File: src/rtl/mdu_pkg.sv
// Shared definitions for the iterative multiply/divide unit: op codes, FSM
// states, datapath modes and the divide-by-zero LO fill.
package mdu_pkg;

  localparam int DEFAULT_DATAW = 32;

  localparam logic [2:0] OP_MULT  = 3'd0;
  localparam logic [2:0] OP_MULTU = 3'd1;
  localparam logic [2:0] OP_DIV   = 3'd2;
  localparam logic [2:0] OP_DIVU  = 3'd3;
  localparam logic [2:0] OP_MADD  = 3'd4;
  localparam logic [2:0] OP_MADDU = 3'd5;

  typedef enum logic [1:0] {
    IDLE = 2'd0,
    ITER = 2'd1,
    FIX  = 2'd2
  } state_e;

  typedef enum logic {
    MODE_MUL = 1'b0,
    MODE_DIV = 1'b1
  } mode_e;

  // Divide-by-zero LO is this bit replicated across the full width (all ones).
  localparam logic DIV0_LO_FILL = 1'b1;

endpackage

File: src/rtl/mdu_iter_if.sv
// Operation/result bundle between the execute stage and the multiply/divide unit.
interface mdu_iter_if
  import mdu_pkg::*;
#(
  parameter int DATAW = DEFAULT_DATAW
) ();

  logic             start;
  logic [2:0]       op;
  logic [DATAW-1:0] rs_val;
  logic [DATAW-1:0] rt_val;
  logic             wr_hi;
  logic             wr_lo;
  logic [DATAW-1:0] wr_data;
  logic             busy;
  logic             done;
  logic [DATAW-1:0] hi;
  logic [DATAW-1:0] lo;

  modport master (
    output start, op, rs_val, rt_val, wr_hi, wr_lo, wr_data,
    input  busy, done, hi, lo
  );

  modport slave (
    input  start, op, rs_val, rt_val, wr_hi, wr_lo, wr_data,
    output busy, done, hi, lo
  );

endinterface

File: src/rtl/mdu_sign_fix.sv
// Sign restoration for the magnitude-only datapath: negates the full product,
// or the quotient and remainder independently.
module mdu_sign_fix
  import mdu_pkg::*;
#(
  parameter int DATAW = DEFAULT_DATAW
) (
  input  logic [2*DATAW-1:0] raw,
  input  logic               neg_lo,
  input  logic               neg_hi,
  input  mode_e              mode,
  output logic [2*DATAW-1:0] fixed
);

  logic [DATAW-1:0] lo_part;
  logic [DATAW-1:0] hi_part;

  always_comb begin
    lo_part = raw[DATAW-1:0];
    hi_part = raw[2*DATAW-1:DATAW];
    if (neg_lo) lo_part = -raw[DATAW-1:0];
    if (neg_hi) hi_part = -raw[2*DATAW-1:DATAW];
    fixed = {hi_part, lo_part};
    if (mode == MODE_MUL) begin
      fixed = neg_lo ? -raw : raw;
    end
  end

endmodule

File: src/rtl/mdu_iter.sv
// Iterative MIPS multiply/divide unit with HI/LO registers, DATAW+2 cycle latency.
// Define MDU_MADD_EN to add MADD/MADDU (accumulate the product into {hi,lo}).
module mdu_iter
  import mdu_pkg::*;
#(
  parameter int DATAW = DEFAULT_DATAW
) (
  input logic       clk,
  input logic       reset,
  mdu_iter_if.slave bus
);

  localparam int CW = $clog2(DATAW + 1);

  state_e             state_reg;
  mode_e              mode_reg;
  logic [CW-1:0]      count_reg;
  logic [DATAW-1:0]   opnd_reg;
  logic [2*DATAW-1:0] acc_reg;
  logic               neg_lo_reg;
  logic               neg_hi_reg;
  logic               div0_reg;
  logic               busy_reg;
  logic               done_reg;
  logic [DATAW-1:0]   hi_reg;
  logic [DATAW-1:0]   lo_reg;
`ifdef MDU_MADD_EN
  logic               madd_reg;
`endif

  logic               op_valid;
  logic               op_signed;
  logic               op_div;
  logic               a_neg;
  logic               b_neg;
  logic [DATAW-1:0]   a_abs;
  logic [DATAW-1:0]   b_abs;
  logic [DATAW:0]     mul_sum;
  logic [2*DATAW-1:0] mul_next;
  logic [DATAW:0]     div_part;
  logic               div_ge;
  logic [DATAW-1:0]   div_rem;
  logic [2*DATAW-1:0] div_next;
  logic [2*DATAW-1:0] fixed;
  logic [2*DATAW-1:0] result;

  always_comb begin
    op_valid  = 1'b0;
    op_signed = 1'b0;
    op_div    = 1'b0;
    case (bus.op)
      OP_MULT:  begin op_valid = 1'b1; op_signed = 1'b1; end
      OP_MULTU: op_valid = 1'b1;
      OP_DIV:   begin op_valid = 1'b1; op_signed = 1'b1; op_div = 1'b1; end
      OP_DIVU:  begin op_valid = 1'b1; op_div = 1'b1; end
`ifdef MDU_MADD_EN
      OP_MADD:  begin op_valid = 1'b1; op_signed = 1'b1; end
      OP_MADDU: op_valid = 1'b1;
`endif
      default:  op_valid = 1'b0;
    endcase
  end

  // The iteration runs on magnitudes; signs are restored in FIX.
  assign a_neg = op_signed & bus.rs_val[DATAW-1];
  assign b_neg = op_signed & bus.rt_val[DATAW-1];
  assign a_abs = a_neg ? -bus.rs_val : bus.rs_val;
  assign b_abs = b_neg ? -bus.rt_val : bus.rt_val;

  // Multiply: acc = {partial, multiplier}; add the multiplicand on the LSB, then shift right.
  assign mul_sum  = {1'b0, acc_reg[2*DATAW-1:DATAW]} + (acc_reg[0] ? {1'b0, opnd_reg} : '0);
  assign mul_next = {mul_sum, acc_reg[DATAW-1:1]};

  // Divide: acc = {remainder, dividend/quotient}; shift left, trial-subtract the divisor.
  assign div_part = {acc_reg[2*DATAW-1:DATAW], acc_reg[DATAW-1]};
  assign div_ge   = div_part >= {1'b0, opnd_reg};
  assign div_rem  = div_ge ? div_part[DATAW-1:0] - opnd_reg : div_part[DATAW-1:0];
  assign div_next = {div_rem, acc_reg[DATAW-2:0], div_ge};

  mdu_sign_fix #(.DATAW(DATAW)) u_sign_fix (
    .raw    (acc_reg),
    .neg_lo (neg_lo_reg),
    .neg_hi (neg_hi_reg),
    .mode   (mode_reg),
    .fixed  (fixed)
  );

  always_comb begin
    result = fixed;
    if (div0_reg) result[DATAW-1:0] = {DATAW{DIV0_LO_FILL}};
`ifdef MDU_MADD_EN
    if (madd_reg) result = {hi_reg, lo_reg} + fixed;
`endif
  end

  always_ff @(posedge clk) begin
    if (reset) begin
      state_reg  <= IDLE;
      mode_reg   <= MODE_MUL;
      count_reg  <= '0;
      opnd_reg   <= '0;
      acc_reg    <= '0;
      neg_lo_reg <= 1'b0;
      neg_hi_reg <= 1'b0;
      div0_reg   <= 1'b0;
      busy_reg   <= 1'b0;
      done_reg   <= 1'b0;
      hi_reg     <= '0;
      lo_reg     <= '0;
`ifdef MDU_MADD_EN
      madd_reg   <= 1'b0;
`endif
    end else begin
      done_reg <= 1'b0;
      case (state_reg)
        IDLE: begin
          if (bus.start && op_valid) begin
            mode_reg   <= op_div ? MODE_DIV : MODE_MUL;
            opnd_reg   <= op_div ? b_abs : a_abs;
            acc_reg    <= {{DATAW{1'b0}}, (op_div ? a_abs : b_abs)};
            neg_lo_reg <= (a_neg ^ b_neg) & ~(op_div && bus.rt_val == '0);
            neg_hi_reg <= a_neg;
            div0_reg   <= op_div && bus.rt_val == '0;
`ifdef MDU_MADD_EN
            madd_reg   <= (bus.op == OP_MADD) || (bus.op == OP_MADDU);
`endif
            count_reg  <= '0;
            busy_reg   <= 1'b1;
            state_reg  <= ITER;
          end else begin
            if (bus.wr_hi) hi_reg <= bus.wr_data;
            if (bus.wr_lo) lo_reg <= bus.wr_data;
          end
        end
        ITER: begin
          acc_reg   <= (mode_reg == MODE_DIV) ? div_next : mul_next;
          count_reg <= count_reg + 1'b1;
          if (count_reg == CW'(DATAW - 1)) state_reg <= FIX;
        end
        FIX: begin
          hi_reg    <= result[2*DATAW-1:DATAW];
          lo_reg    <= result[DATAW-1:0];
          done_reg  <= 1'b1;
          busy_reg  <= 1'b0;
          state_reg <= IDLE;
        end
        default: state_reg <= IDLE;
      endcase
    end
  end

  assign bus.busy = busy_reg;
  assign bus.done = done_reg;
  assign bus.hi   = hi_reg;
  assign bus.lo   = lo_reg;

endmodule

File: src/flat_wrapper.sv
// flat-port wrapper written by rule: the top's interface ports become plain ports
module mdu_iter_flat import mdu_pkg::*;
#(
  parameter int DATAW = DEFAULT_DATAW
)
  (clk, reset, bus_start, bus_op, bus_rs_val, bus_rt_val, bus_wr_hi, bus_wr_lo, bus_wr_data, bus_busy, bus_done, bus_hi, bus_lo);
  mdu_iter_if #(.DATAW(DATAW)) bus_i ();
  input logic clk;
  input logic reset;
  input wire logic [$bits(bus_i.start)-1:0] bus_start;
  input wire logic [$bits(bus_i.op)-1:0] bus_op;
  input wire logic [$bits(bus_i.rs_val)-1:0] bus_rs_val;
  input wire logic [$bits(bus_i.rt_val)-1:0] bus_rt_val;
  input wire logic [$bits(bus_i.wr_hi)-1:0] bus_wr_hi;
  input wire logic [$bits(bus_i.wr_lo)-1:0] bus_wr_lo;
  input wire logic [$bits(bus_i.wr_data)-1:0] bus_wr_data;
  output wire logic [$bits(bus_i.busy)-1:0] bus_busy;
  output wire logic [$bits(bus_i.done)-1:0] bus_done;
  output wire logic [$bits(bus_i.hi)-1:0] bus_hi;
  output wire logic [$bits(bus_i.lo)-1:0] bus_lo;
  assign bus_i.start = bus_start;
  assign bus_i.op = bus_op;
  assign bus_i.rs_val = bus_rs_val;
  assign bus_i.rt_val = bus_rt_val;
  assign bus_i.wr_hi = bus_wr_hi;
  assign bus_i.wr_lo = bus_wr_lo;
  assign bus_i.wr_data = bus_wr_data;
  assign bus_busy = bus_i.busy;
  assign bus_done = bus_i.done;
  assign bus_hi = bus_i.hi;
  assign bus_lo = bus_i.lo;
  mdu_iter #(.DATAW(DATAW)) u_core (.clk(clk), .reset(reset), .bus(bus_i));
endmodule
File: config.mk
export PLATFORM = sky130hd
export DESIGN_NAME = mdu_iter_flat
export DESIGN_NICKNAME = d
export VERILOG_FILES = /design/src/rtl/mdu_pkg.sv /design/src/rtl/mdu_iter_if.sv /design/src/rtl/mdu_sign_fix.sv /design/src/rtl/mdu_iter.sv /design/src/flat_wrapper.sv
export SDC_FILE = /design/constraint.sdc
export NUM_CORES = 1
export LEC_CHECK = 0
export CAP_MARGIN = 20
export CELL_PAD_IN_SITES_DETAIL_PLACEMENT = 1
export CELL_PAD_IN_SITES_GLOBAL_PLACEMENT = 1
export CORE_MARGIN = 2
export CORE_UTILIZATION = 35
export DETAILED_ROUTE_END_ITERATION = 10
export PLACE_DENSITY_LB_ADDON = 0.1
export REMOVE_ABC_BUFFERS = 1
export SYNTH_ARGS = -nofsm -noshare
export SYNTH_HDL_FRONTEND = slang
export SYNTH_SLANG_ARGS = --single-unit
File: constraint.sdc
create_clock -name clk -period 4.06 [get_ports clk]
set_input_delay 0.812 -clock clk [delete_from_list [all_inputs] [get_ports clk]]
set_output_delay 0.812 -clock clk [all_outputs]
set_load 0.05 [all_outputs]
Word level (Yosys, flattened, before mapping):

Index checks and enable logic that the tools add are counted.

* bits in registers: 174
* bits in latches: 0
* memory bits (writable): 0
* ROM bits: 0
* bits of input ports: 104
* output and inout bits: 66
* word-level logic and storage cells: 85
* memories kept: 0

* $add $sub $neg: 8
* multiply operators: 0
* divide/modulo/power cells: 0
* $lt $le $gt $ge: 1
* eq/ne operators: 11
* shift-type cells: 0
* mux-type cells: 32
* bitwise logic cells: 5
* reductions and logical operators: 16

Operator list (count)
* 32-bit two-way mux: 13
* 64-bit two-way mux: 4
* 32-bit negator: 4
* 32-bit one-hot mux with 2 select lines: 2
* 64-bit one-hot mux with 2 select lines: 1
* 64-bit negator: 1
* 32-bit by 33-bit adder with 33-bit output: 1
* 33-bit by 32-bit greater-or-equal comparator with 1-bit output: 1
* 32-bit logical NOT: 1
* 32-bit subtractor: 1
* 6-bit one-hot mux with 2 select lines: 1
* 2-bit AND reduction: 4
* 6-bit by 1-bit adder with 6-bit output (second input constant): 1
* 3-bit by 2-bit equality test with 1-bit output (second input constant): 2
* 6-bit by 5-bit equality test with 1-bit output (second input constant): 1
* 1-bit two-way mux: 6
* 6-bit two-way mux: 1
* 2-bit inequality test (second input constant): 3
* 3-bit AND reduction: 2
* 2-bit two-way mux: 2
* 2-bit by 1-bit inequality test with 1-bit output (second input constant): 2
* 2-bit one-hot mux with 2 select lines: 1
* 2-bit nonzero test: 2
* 2-bit OR reduction: 2
* other kinds (11): 14

Longest topological paths before layout:

Gate-level depths: netlist of run 1.

* depth in word-level cells: 8
* gate-level depth with buffers: 16
* mapped depth without buffers: 14

Cells and area by module:

Synthesis of run 1 repeated with hierarchy kept, for this count alone.

* cell total of the unflattened synthesis: 2097
* area total of the unflattened synthesis: 15162.0 µm²

By module, submodules not included
* mdu_iter: times used 1, cells each 1820, area an instance 13310.3 µm², sequential area each 3483.3 µm²
* mdu_sign_fix: times used 1, cells each 277, area an instance 1851.8 µm², sequential area each 0.0 µm²

Least setup slack after synthesis of run 1:

No wires, ideal clock.

* kind: register to register
* start: register u_core.acc_reg[0]
* end: register u_core.acc_reg[58]
* library setup time: 0.122 ns
* data arrival time: 3.450 ns
* required time: 3.938 ns
* path slack: 0.488 ns
* stages on the path, launching flop included: 16
* buffers on the path: 2
* clock period less this slack: 3.572 ns
* cells stage by stage: dfxtp_1 -> clkbuf_1 -> inv_1 -> clkbuf_1 -> nor2_1 -> ha_1 -> a211oi_1 -> nor2_1 -> a211oi_1 -> o31ai_1 -> a2111oi_0 -> nor4_1 -> nor4b_1 -> nor3_1 -> xor2_1 -> a221o_1

* word-level cells in the longest chain between the ends: 4

Ends and longest elaborated chain
* from (decl): line mdu_iter.sv:19 `logic [2*DATAW-1:0] acc_reg;`
* from (signal assigned): line mdu_iter.sv:120 `acc_reg <= {{DATAW{1'b0}}, (op_div ? a_abs : b_abs)};`
* from (signal assigned): line mdu_iter.sv:136 `acc_reg <= (mode_reg == MODE_DIV) ? div_next : mul_next;`
* 32-bit two-way mux: line mdu_iter.sv:71 `assign mul_sum = {1'b0, acc_reg[2*DATAW-1:DATAW]} + (acc_reg[0] ? {1'b0, opnd_reg} : '0);`
* 32-bit by 33-bit adder with 33-bit output: line mdu_iter.sv:71
* 64-bit two-way mux: line mdu_iter.sv:136
* 64-bit one-hot mux with 2 select lines: line mdu_iter.sv:115 `case (state_reg)`

Every way passes these cells.
A chain may end at the register's enable or synchronous reset.

Final worst setup path of run 1:

* start: register u_core.acc_reg[31]
* end: register u_core.acc_reg[60]

* word-level cells in the longest chain between the ends: 4
* elaborated cells between the ends (all ways): 5
* classes of those cells: 1 x add/sub; 1 x order compare; 3 x mux

Ends and longest elaborated chain
* 32-bit subtractor or 33-bit by 32-bit greater-or-equal comparator with 1-bit output (tied branches): line mdu_iter.sv:77, mdu_iter.sv:76
* 32-bit two-way mux (*): line mdu_iter.sv:77 `assign div_rem = div_ge ? div_part[DATAW-1:0] - opnd_reg : div_part[DATAW-1:0];`
* 64-bit two-way mux (*): line mdu_iter.sv:136
* 64-bit one-hot mux with 2 select lines (*): line mdu_iter.sv:115

Mark *: on every way between the ends. The rest lies on a longest branch, timed or not.

==> results of run 1 <==
[worst max-delay path, stage by stage, from the launching register on]
cell	delay [ps]
dfxtp_1	420
inv_1	80
ha_1	210
inv_1	70
fa_1	250
a211oi_1	120
o21ai_0	340
a211oi_1	140
buf_4	170
o31ai_1	650
a21o_1	330
a21o_1	150
a21oi_1	70
xor2_1	150
or3_1	340
a211oi_1	200
[kinds of logic after synthesis]
kind of cell / synth area share [%]
buf+inv: 5.82
xor+xnor: 10.0
compound gates: 30.6
fa+ha+maj: 6.31
simple gates: 19.8
flops: 24.3
mux: 3.09
[final timing paths]
check / start / end / slack (ps) / cells past startpoint
min reg2reg: u_core.bus.lo[3] / u_core.bus.lo[3] / 460 / 2
min: u_core.bus.lo[3] / u_core.bus.lo[3] / 460 / 2
max: u_core.acc_reg[31] / u_core.acc_reg[60] / 290 / 15
max reg2reg: u_core.acc_reg[31] / u_core.acc_reg[60] / 290 / 15
[layer usage]
layer  share of wire [%]  vias to the layer above
li1                    -                     7448
met1                  46                     7762
met2                  48                      324
met3                 3.2                       63
met4                 2.5                        0
met5                   0                        -
[repair_timing]
action	4_1_cts	5_1_grt
endpoints found under the setup margin	0	3
hold buffers	0	0
resized for setup	0	5
[synthesized netlist by cell type, drive strengths merged, types with 18 or more instances]
cell    number
o31ai       34
nor4        24
or3         18
clkbuf     124
dfxtp      174
xnor2       79
o211ai      31
nor2       217
o221ai      23
a21o        33
a211oi     102
xor2        85
nand3       35
nand2      189
ha          69
a21oi      205
inv         57
o21ai      118
nor3        44
mux2i       43
[power breakdown]
group          switching, uW  internal (uW)
registers                114           1810
logic                   1010            630
clock network            840            893
total                   1970           3330
[metrics by stage]
stage	power, uW	TNS (ps)	instance area [sq um]
finish	5290	0	17600
detailed placement	3590	0	17000
global route	5540	0	17600
global placement	3560	0	17000
floorplan	2860	-191180	13700
CTS	5320	0	17600
[layout make-up]
class / instances / area, sq um / area share (%)
Multi-Input combinational cell: 1570 / 10100 / 57.2
Sequential cell: 174 / 3480 / 19.8
Timing Repair Buffer: 282 / 2590 / 14.7
Tap cell: 532 / 666 / 3.78
Clock buffer: 20 / 457 / 2.59
Inverter: 57 / 214 / 1.21
Clock inverter: 12 / 125 / 0.710
Antenna cell: 1 / 2.50 / 0.0142
==> tab_implementation.tex, run 1 <==
\begin{tabular}{lr}
\hline
Metric & Value \\
\hline
\multicolumn{2}{l}{\textbf{Clocking}} \\
Clk sinks & 174 \\
Number of levels in the clock H-tree & 4 \\
Number of buffers created by CTS & 17 \\
Clock-pin slew on the worst setup and hold paths & 80 ps \\
Post-CTS setup buffer count & 0 \\
Source-to-sink clock delay at the later pin of the worst-skew pair & 480 ps \\
Root Buffer Master & clkbuf\_16 \\
Number of buffers on the longest clock path & 2 \\
CTS tree & done \\
\multicolumn{2}{l}{\textbf{Critical path}} \\
Arrival time reported for the critical path endpoint & 4170 ps \\
Sort of element at the start of the critical path & flip-flop \\
Startpoint-to-endpoint class of the critical path & reg2reg \\
Required time of the critical path & 4460 ps \\
Sort of element at the end of the critical path & flip-flop \\
Top fanout value on the critical path & 3 \\
\multicolumn{2}{l}{\textbf{Cells and area}} \\
Flip-flop count of the largest register after layout & 64 \\
Final cell utilization of the core & 43.4\% \\
Most common library cell in the layout ignoring fill and taps & nor2\_1 \\
Count of nets after finishing & 2277 \\
Number of fill cells in the layout & 5012 \\
Fraction of final layout cells with drive strength greater than 1 & 8.42\% \\
Commonest non-fill, non-tap cells in the layout & nor2\_1 (217), a21oi\_1 (204), nand2\_1 (188) \\
Signed area change from the synthesized netlist to the final layout & 23.1\% \\
Count of placed standard cells in the final layout, fillers left out & 2648 \\
\multicolumn{2}{l}{\textbf{Route}} \\
First-iteration detailed-routing DRC count & 1019 \\
TritonRoute pass-1 iters & 5 \\
Wire length reported by the detailed router & 62800 microns \\
DR vias & 15600 \\
Detailed-route vias per instance & 5.89 \\
Residual DRC & 0 \\
Antenna Violating Nets Remaining & 0 \\
WL per Instance & 23.7 microns \\
\multicolumn{2}{l}{\textbf{Yosys}} \\
Post-synthesis sequential element count & 174 \\
Synthesized area divided by synthesized cell count & 7.38 sq um \\
Library cells used by synthesis & 80 \\
Warnings from Yosys & 0 \\
Share of the synthesized area in the top cell type & 24.3\% \\
Proportion of synthesized chip area in sequential cells & 24.3\% \\
Number of instances in the synthesized netlist & 1939 \\
Library cell with the largest summed area after synthesis & dfxtp\_1 \\
Largest cells by area after synthesis & dfxtp\_1 (24\%), a21oi\_1 (7.1\%), ha\_1 (6.0\%), nor2\_1 (5.7\%), a211oi\_1 (5.3\%) \\
Number of enable-type register cells in the synthesized netlist & 0 \\
Top FF cell, synth & dfxtp\_1 \\
Total standard cell area after synthesis & 14300 sq um \\
Fraction of registers with async set/reset & 0\% \\
\multicolumn{2}{l}{\textbf{STA}} \\
Clock tree skew after final layout & 15.1 ps \\
Post-route setup slack & 287 ps \\
RSZ-0062 raised after global routing & false \\
Slew HR & 18.2\% \\
Transition time of the tightest slew-check pin & 1230 ps \\
Final setup violation count & 0 \\
Post-route fraction of the period consumed by the critical path & 92.9\% \\
Max Transition Viols Final & 0 \\
Clock period minus worst slack & 3770 ps \\
Hold\_ws & 459 ps \\
Hold Fails Final Rpt & 0 \\
Highest Clock Rate & 265 MHz \\
\multicolumn{2}{l}{\textbf{Floorplan}} \\
Top Ports & 170 \\
Core region area & 40600 sq um \\
Die outline width & 206 microns \\
Initial core utilization & 35.3\% \\
Area of the die & 42500 sq um \\
Num rows & 74 \\
Height of the die & 206 microns \\
\multicolumn{2}{l}{\textbf{Global route}} \\
GR peak layer & met2 \\
Met1 capacity usage during global routing & 39.7\% \\
Remaining Overflow, GRT & 0 \\
Wire length of the first global-routing pass & 95200 microns \\
Via count of the first global-routing pass & 15500 \\
Antenna violations before repair & 1 \\
Gr usage total & 29.5\% \\
Routing usage on met3 & 3.50\% \\
Pin count of the biggest net entering global routing & 122 \\
Global-route track usage on met2 & 49.5\% \\
\multicolumn{2}{l}{\textbf{Hold path}} \\
Hold/Removal Path Class & reg2reg \\
\multicolumn{2}{l}{\textbf{Job}} \\
MaxCap Viol Count & 0 \\
\multicolumn{2}{l}{\textbf{Status}} \\
Outcome & finished, final reports clean \\
\multicolumn{2}{l}{\textbf{Placed design}} \\
Number of cells in the design after placement & 2615 \\
Worst setup timing slack at the placement stage & 9.75 ps \\
Global placer's final weighted congestion & 0.904 \\
Number of buffers inserted by port buffering & 169 \\
Placed wire-length estimate & 48600 microns \\
\multicolumn{2}{l}{\textbf{Power}} \\
IR drop worst, VDD & 0.295 mV \\
P per Cell Area & 301 nW/um\^{}2 \\
Leakage Power & 0.00675 uW \\
\hline
\end{tabular}
No activity file was read; power rests on OpenSTA's default activity.
==> run 2: changes to the inputs <==
--- a/config.mk
+++ b/config.mk
@@ -9,7 +9,8 @@
 export CELL_PAD_IN_SITES_DETAIL_PLACEMENT = 1
 export CELL_PAD_IN_SITES_GLOBAL_PLACEMENT = 1
 export CORE_MARGIN = 2
-export CORE_UTILIZATION = 35
+export CORE_UTILIZATION = 42
+export CTS_CLUSTER_DIAMETER = 30
 export DETAILED_ROUTE_END_ITERATION = 10
 export PLACE_DENSITY_LB_ADDON = 0.1
 export REMOVE_ABC_BUFFERS = 1
==> run 2 against run 1 <==
  * Combinational power barely moved
  * Hold slack worse by 3.4 ps
  * Utilization grew 8.4 points
  * First-iteration DRC count up 7.5%
  * Critical path depth increased by 1
  * Non-clock buffer count is 11 lower
  * Critical path type unchanged
  * Highest routed layer unchanged
==> tab_implementation.tex, run 2 (synthesis results as in run 1) <==
\begin{tabular}{lr}
\hline
Metric & Value \\
\hline
\multicolumn{2}{l}{\textbf{Clocking}} \\
Source-to-sink clock delay at the later pin of the worst-skew pair & 460 ps (-20 ps) \\
Number of instances resized during post-cts repair & 0 (unchanged) \\
Clock-pin slew on the worst setup and hold paths & 80 ps (about the same) \\
Post-CTS setup buffer count & 0 (unchanged) \\
CTS tree & done \\
Number of buffers created by CTS & 17 (unchanged) \\
Count of hold-fix buffers inserted at cts & 0 (unchanged) \\
Clk sinks & 174 (unchanged) \\
Number of levels in the clock H-tree & 4 (unchanged) \\
Root Buffer Master & clkbuf\_16 \\
Number of buffers on the longest clock path & 2 (unchanged) \\
\multicolumn{2}{l}{\textbf{Critical path}} \\
CP cell instances & buf\_4, and2\_1, ha\_1, inv\_1, fa\_1, nor2b\_1, o31a\_1, o41ai\_1, buf\_4, a211oi\_1, o21ai\_0, a21boi\_0, a21o\_1, a21oi\_1, xnor2\_1, a221o\_1 \\
Slowest cell delay on critical path & 510 ps (-140 ps) \\
Launching point of the worst reg2reg path & u\_core.acc\_reg[0] \\
Startpoint of the most critical setup path & u\_core.acc\_reg[0] \\
Cell with the most instances on the worst path & buf\_4 \\
Startpoint-to-endpoint class of the critical path & reg2reg \\
Required time of the critical path & 4410 ps (-50 ps) \\
Arrival time reported for the critical path endpoint & 4190 ps (+20 ps) \\
Sort of element at the start of the critical path & flip-flop \\
Category of cells accounting for the largest share of critical-path delay & compound AO/OA/AOI/OAI gates \\
Number of buffers and inverters on the critical path & 3 (unchanged) \\
Top fanout value on the critical path & 4 (+1) \\
Sort of element at the end of the critical path & flip-flop \\
Slowest CP cell & a211oi\_1 \\
\multicolumn{2}{l}{\textbf{Floorplan}} \\
Area of the die & 35600 sq um (-16\%) \\
Num rows & 67 (-9.5\%) \\
Initial core utilization & 42.7\% (+7.4 points) \\
Die outline width & 189 microns (-8.5\%) \\
Top Ports & 170 (unchanged) \\
Height of the die & 189 microns (-8.5\%) \\
Core region area & 33500 sq um (-17\%) \\
\multicolumn{2}{l}{\textbf{Cells and area}} \\
Fraction of final layout cells with drive strength greater than 1 & 7.84\% (-0.57 points) \\
Final instance area & 17400 sq um (-1.3\%) \\
Most common library cell in the layout ignoring fill and taps & nor2\_1 \\
N\_diodes & 0 (-1) \\
Final cell utilization of the core & 51.8\% (+8.4 points) \\
Commonest non-fill, non-tap cells in the layout & nor2\_1 (217), a21oi\_1 (204), nand2\_1 (188) \\
Count of nets after finishing & 2266 (-0.48\%) \\
Count of placed standard cells in the final layout, fillers left out & 2552 (-3.6\%) \\
Area of the multi-input gates & 10100 sq um (-0.19\%) \\
Flip-flop count of the largest register after layout & 64 (unchanged) \\
Signed area change from the synthesized netlist to the final layout & 21.5\% \\
Number of fill cells in the layout & 4174 (-17\%) \\
Area taken by flip-flops and latches & 3480 sq um (unchanged) \\
\multicolumn{2}{l}{\textbf{STA}} \\
Clock period minus worst slack & 3840 ps (+68.4 ps) \\
Hold Fails Final Rpt & 0 (unchanged) \\
Final setup violation count & 0 (unchanged) \\
Highest Clock Rate & 260 MHz (-1.8\%) \\
Max Transition Viols Final & 0 (unchanged) \\
Clock tree skew after final layout & 12.6 ps (-2.46 ps) \\
Post-route setup slack & 219 ps (-68.4 ps) \\
Post-route fraction of the period consumed by the critical path & 94.6\% (+1.7 points) \\
RSZ-0062 raised after global routing & true \\
Slew HR & 30.8\% (+13 points) \\
Transition time of the tightest slew-check pin & 1040 ps (-190 ps) \\
\multicolumn{2}{l}{\textbf{Route}} \\
Met3 Routed Length & 3220 microns (+58\%) \\
Uppermost layer routed & met4 \\
WL per Instance & 24.1 microns (+1.8\%) \\
DR vias & 16000 (+2.4\%) \\
Wire length reported by the detailed router & 61600 microns (-1.9\%) \\
Met2 layer wire length in the routed design & 28600 microns (-5.1\%) \\
TritonRoute pass-1 iters & 5 (unchanged) \\
First-iteration detailed-routing DRC count & 1095 (+7.5\%) \\
Antenna Violating Nets Remaining & 0 (unchanged) \\
Wire length the detailed router placed on met1 & 27100 microns (-6.7\%) \\
Residual DRC & 0 (unchanged) \\
Detailed-route vias per instance & 6.26 (+6.3\%) \\
\multicolumn{2}{l}{\textbf{Placed design}} \\
Placed wire-length estimate & 47300 microns (-2.8\%) \\
Global placer's final weighted congestion & 0.928 (+2.6\%) \\
Instance area at placement & 16800 sq um (-1.4\%) \\
Number of cells in the design after placement & 2519 (-3.7\%) \\
Worst setup timing slack at the placement stage & -63.2 ps (-73.0 ps) \\
Number of buffers inserted by port buffering & 169 (unchanged) \\
\multicolumn{2}{l}{\textbf{Status}} \\
Outcome & finished, final reports clean \\
\multicolumn{2}{l}{\textbf{Global route}} \\
Via count of the first global-routing pass & 16200 (+4.2\%) \\
Wire length of the first global-routing pass & 94000 microns (-1.3\%) \\
Gr usage total & 33.9\% (+4.4 points) \\
Remaining Overflow, GRT & 0 (unchanged) \\
Pin count of the biggest net entering global routing & 91 (-25\%) \\
Antenna violations before repair & 0 (-1) \\
\multicolumn{2}{l}{\textbf{Job}} \\
MaxCap Viol Count & 0 (unchanged) \\
\multicolumn{2}{l}{\textbf{Power}} \\
Leakage Power & 0.00669 uW (-0.82\%) \\
P per Cell Area & 304 nW/um\^{}2 (+1.3\%) \\
Overall power consumption & 5290 uW (about the same) \\
IR drop worst, VDD & 0.326 mV (+11\%) \\
\multicolumn{2}{l}{\textbf{Hold path}} \\
Hold/Removal Path Class & reg2reg \\
Startpoint of the most critical hold path & u\_core.opnd\_reg[12] \\
\hline
\end{tabular}
[run 2: cell type report]
class | instances | share of cell area [%]
Tap cell | 448 | 3.22
Sequential cell | 174 | 20.0
Multi-Input combinational cell | 1570 | 57.8
Timing Repair Buffer | 271 | 14.3
Clock buffer | 20 | 2.63
Clock inverter | 12 | 0.770
Inverter | 57 | 1.23
[run 2: power by group]
part           total (uW)  switching, uW  leakage (uW)  internal (uW)
Sequential           1930            120       0.00142           1810
Clock                1760            810      0.000288            947
Combinational        1610            998       0.00498            612
Total                5290           1930       0.00669           3360
[run 2: worst reg2reg max path: stages, from the launching register on]
cell,delay (ps)
dfxtp_1,360
buf_4,150
and2_1,130
ha_1,220
inv_1,70
fa_1,420
nor2b_1,170
o31a_1,170
o41ai_1,70
buf_4,170
a211oi_1,510
o21ai_0,240
a21boi_0,360
a21o_1,170
a21oi_1,70
xnor2_1,140
a221o_1,320
[run 2: path summary, 6_finish.rpt]
path	to	slack [ps]	depth (start not counted)
setup / recovery	u_core.acc_reg[57]	220	16
hold / removal	u_core.opnd_reg[12]	460	2
setup reg to reg	u_core.acc_reg[57]	220	16
hold reg to reg	u_core.opnd_reg[12]	460	2
[run 2: through the flow]
step	TNS (ps)	hold slack, ps
2_1_floorplan	-191180	426
3_3_place_gp	0	440
3_5_place_dp	-63.2	448
4_1_cts	0	458
5_1_grt	-42.8	474
6_report	0	456
[run 2: routing by layer]
layer  GRT usage, %  vias to the layer above
li1               -                     7416
met2           56.4                      534
met5              0                        -
met1           43.8                     7912
met4           15.5                        0
met3           4.15                      115
